**src/rtl/pwm_capture.sv**
```systemverilog
// Measures period and high time of an asynchronous PWM input, in clock cycles.
// Latency: results and valid appear SYNC_STAGES+1 cycles after the closing input rising edge.
// Backpressure: none; valid and overflow are single-cycle strobes with no handshake.
module pwm_capture #(
    parameter int WIDTH       = 4,
    parameter int SYNC_STAGES = 2
) (
    input  logic             clock,
    input  logic             resetPWM,
    input  logic             startCapture,
    input  logic             pwmIn,
    output logic [WIDTH-1:0] period,
    output logic [WIDTH-1:0] duty,
    output logic             valid,
    output logic             overflow,
    output logic             level,
    output logic             busy
);

    localparam logic [1:0] IDLE    = 2'd0;
    localparam logic [1:0] ARM     = 2'd1;
    localparam logic [1:0] MEASURE = 2'd2;

    localparam logic [WIDTH-1:0] MAX = '1;
    localparam logic [WIDTH-1:0] ONE = WIDTH'(1);

    logic [1:0]             state;
    logic [SYNC_STAGES-1:0] syncReg;
    logic                   s;
    logic                   sPrev;
    logic                   rise;
    logic                   fall;
    logic [WIDTH-1:0]       cnt;
    logic [WIDTH-1:0]       highCnt;

    assign s    = syncReg[SYNC_STAGES-1];
    assign rise = s & ~sPrev;
    assign fall = ~s & sPrev;
    assign busy = (state == ARM) || (state == MEASURE);

    always_ff @(posedge clock) begin
        if (resetPWM) begin
            state    <= IDLE;
            syncReg  <= '0;
            sPrev    <= 1'b0;
            cnt      <= '0;
            highCnt  <= '0;
            period   <= '0;
            duty     <= '0;
            valid    <= 1'b0;
            overflow <= 1'b0;
            level    <= 1'b0;
        end else begin
            syncReg  <= {syncReg[SYNC_STAGES-2:0], pwmIn};
            sPrev    <= s;
            valid    <= 1'b0;
            overflow <= 1'b0;

            case (state)
                IDLE: begin
                    cnt <= '0;
                    if (startCapture) begin
                        state <= ARM;
                    end
                end

                ARM: begin
                    // No prior edge yet, so the first rise only starts a measurement.
                    if (!startCapture) begin
                        state <= IDLE;
                        cnt   <= '0;
                    end else if (rise) begin
                        state <= MEASURE;
                        cnt   <= ONE;
                    end else if (cnt == MAX) begin
                        overflow <= 1'b1;
                        level    <= s;
                        cnt      <= '0;
                    end else begin
                        cnt <= cnt + ONE;
                    end
                end

                MEASURE: begin
                    // A rise at cnt == MAX is still a legal period, so it outranks the timeout.
                    if (!startCapture) begin
                        state <= IDLE;
                        cnt   <= '0;
                    end else if (rise) begin
                        period <= cnt;
                        duty   <= highCnt;
                        valid  <= 1'b1;
                        cnt    <= ONE;
                    end else if (cnt == MAX) begin
                        overflow <= 1'b1;
                        level    <= s;
                        state    <= ARM;
                        cnt      <= '0;
                    end else begin
                        cnt <= cnt + ONE;
                        if (fall) begin
                            highCnt <= cnt;
                        end
                    end
                end

                default: begin
                    state <= IDLE;
                    cnt   <= '0;
                end
            endcase
        end
    end

endmodule
```
**config.mk**
```make
export PLATFORM = sky130hd
export DESIGN_NAME = pwm_capture
export DESIGN_NICKNAME = d
export VERILOG_FILES = /design/src/rtl/pwm_capture.sv
export SDC_FILE = /design/constraint.sdc
export NUM_CORES = 1
export LEC_CHECK = 0
export ABC_AREA = 1
export BUFFER_PORTS_ARGS = -buffer_cell sky130_fd_sc_hd__buf_4
export CORE_UTILIZATION = 31
export DETAILED_ROUTE_END_ITERATION = 10
export GPL_ROUTABILITY_DRIVEN = 0
export PLACE_DENSITY = 0.51
export SETUP_SLACK_MARGIN = 0.02
export SLEW_MARGIN = 30
export SYNTH_ARGS = -nofsm -noshare
export SYNTH_HDL_FRONTEND = slang
export SYNTH_SLANG_ARGS = --single-unit
```
**constraint.sdc**
```tcl
create_clock -name clock -period 1.5 [get_ports clock]
set_input_delay 0.45 -clock clock [delete_from_list [all_inputs] [get_ports clock]]
set_output_delay 0.45 -clock clock [all_outputs]
set_load 0.005 [all_outputs]
```
==> flow_summary.ini <==
[critical_path]
critPathArrivalTime_ns = 1.07
cp-start-kind = register
ff2ff_setup_slack_ns = 0.13
reg2reg_to = state[0]
cp_max_fo = 2
reg2reg_depth = 8
worstReg2RegStart = cnt[0]
crit_type = register to output port
startpoint = state[0]
worst_setup_path_end_kind = output port
cp.required_ns = 1.05

[timing]
fin_tns_setup_ns = -0.0232
hold_viol_final = 0
drv_slew = 0
slew_headroom = 0.819
fin_skew_ns = 0.0154
max_freq_ghz = 0.656
worst_pin_slew_ns = 0.271
finalCritPeriodShare = 1.02
setup_viol = 1
rsz0062_at_grt = true
fin_crit_ns = 1.52
fin_ws_ns = -0.0232

[finish]
fillers = 327
antenna_cells = 0
stdcell_area_mm2 = 0.00134
area_growth_pct = 30.8
layout-drive-gt1-share = 0.310
layout.nets = 165
fin_util = 0.432

[floorplanning]
die_h_um = 59.5
core.rowCount = 20
ios = 16
die_w_um = 59.5
initial_core_util = 0.330
core_area_mm2 = 0.00310
die_area_mm2 = 0.00354

[pwr]
total_power_mw = 1.75
p_int_mw = 1.23
powerDensity_mw_per_mm2 = 1310
clockPowerShare = 0.266
vdd_ir_drop_max_mv = 0.788
sequentialPowerShare = 0.407
pwr-share-comb = 0.327
sw_frac_of_total = 0.297
power.switching_mw = 0.520
leakage_nw = 0.619

[drt]
wl_per_cell_um = 9.97
vias = 847
postRouteWirelength_um = 1990
viasPerCell = 4.26
route.detailed.drc = 0
antenna_left = 0
drtIter0Drc = 26
first_pass_iters = 4

[global_route]
grt_use_met2 = 0.210
top_usage_layer = met2
antenna_found_initial = 0
grtUsageTotal = 0.131
met1_usage = 0.157
overflow = 0
grt_first_pass_wirelength_um = 3440
grt_max_degree = 15
grt_pass1_vias = 803
grtUsageMet3 = 0.0437

[clock_network]
clock-sinks = 24
cts_tree = built
clk_latency_ns = 0.32
cts_inserted_buffers = 3
clockRootBuffer = clkbuf_4
cts_buffer_depth = 2
clk_pin_slew_worst_paths_ns = 0.14
htreeDepth = 1

[yosys]
netlist-cell-type-count = 22
syn_area_mm2 = 0.00102
synth_top_area_frac = 0.469
synth_largest_area_cell = dfxtp_1
seq_area_frac_synth = 0.469
syn-num-nets = 140
synth-edff-count = 0
netlist_instances = 131
synth_ff_type = dfxtp_1
syn_avg_cell_area_um2 = 7.82
synth.area.top_cells = dfxtp_1 47%, nor2_1 8.8%, nand2_1 8.1%
ys_async_sr_fraction = 0
yosysWarnings = 0
ys_seq_elements = 24

[hold_path]
holdPathEnd = valid
hold_depth = 2
min_from = resetPWM
min_path_type = input port to register

[outcome]
status = finished with violations
violations = negative setup slack

[place]
dpl_worst_slack_ns = 0.117
hpwlAfterDp_um = 1390
portBuffers = 15
place_area_mm2 = 0.00119

[run]
drv_cap = 0
[synthesized netlist by cell type, types with 2 or more instances]
| cell type | number |
|---|---|
| nand2_1 | 22 |
| ha_1 | 5 |
| inv_1 | 19 |
| nor2_1 | 24 |
| o21ai_2 | 2 |
| o21ai_0 | 8 |
| nor2_4 | 2 |
| nand3_2 | 2 |
| a21oi_1 | 8 |
| dfxtp_1 | 24 |
| nand2_2 | 2 |
| nor3_1 | 2 |
| inv_2 | 2 |
[worst max-delay path by stage]
stage,endpoint
global route,busy
floorplan,duty[1]
CTS,busy
detailed placement,state[0]
finish,busy
global placement,state[1]
[placed cells by master (no fill, tap or decap), drive strengths merged]
master,netlist,final
dfxtp,24,24
buf,2,22
inv,22,23
xnor2,1,1
ha,5,5
nor2,26,26
nand4,1,1
xor2,1,1
bufinv,0,1
clkbuf,0,3
a21oi,8,8
nor3,2,2
nand3,3,3
o21ai,10,10
nand2,25,25
[power by group through the flow]
| stage | clock [mW] | combinational [mW] | sequential [mW] |
|---|---|---|---|
| after global routing | 0.499 | 0.628 | 0.720 |
| after detailed placement | 0 | 0.357 | 0.732 |
| final | 0.466 | 0.572 | 0.714 |
| after CTS | 0.484 | 0.485 | 0.713 |
| after global placement | 0 | 0.350 | 0.728 |
| after floorplan | 0 | 0.255 | 0.723 |
[layout make-up]
cell class | count | area [um2] | share of cell area
timing repair buffer | 22 | 169 | 0.126
multi-input combinational | 82 | 487 | 0.363
sequential | 24 | 483 | 0.360
clock buffer | 3 | 22.5 | 0.0168
inverter | 23 | 93.8 | 0.0700
clock inverter | 1 | 30.0 | 0.0224
tap | 44 | 55.1 | 0.0411
[layer usage]
layer  wire length, um  share of wire
met1               994           0.50
met2               897           0.45
met3                61          0.031
met4                31          0.016
met5                 0              0
[state kept, by name, summed over array words and instances, names as in the netlist]
name,cells
cnt,4
duty,4
highCnt,4
level,1
overflow,1
period,4
sPrev,1
state,2
syncReg,2
valid,1
[timing repair]
action	4_1_cts	5_1_grt
endpoints found under the hold margin	0	0
setup endpoints to repair	1	9
pin swaps	1	4
buffers inserted	4	1
hold buffers	0	0
resized for setup	6	10
[cell families (layout without fill, tap and decap cells)]
kind of cell	count (synthesis)	count (layout)	synth area share
compound gates	18	18	0.0952
fa+ha+maj	5	5	0.0611
buf+inv	25	49	0.104
flops	24	24	0.469
xor+xnor	2	2	0.0171
simple gates	57	57	0.254
[metrics by stage]
stage	cells	hold slack, ns
after floorplan	131	0.388
after global placement	190	0.390
after detailed placement	190	0.402
after CTS	198	0.311
after global routing	199	0.308
final	199	0.328
[critical path, cell delays in order, from the launching register on]
cell     delay [ns]
dfxtp_2        0.36
inv_2          0.05
ha_4           0.26
buf_6          0.09
No activity file was read; power rests on OpenSTA's default activity.
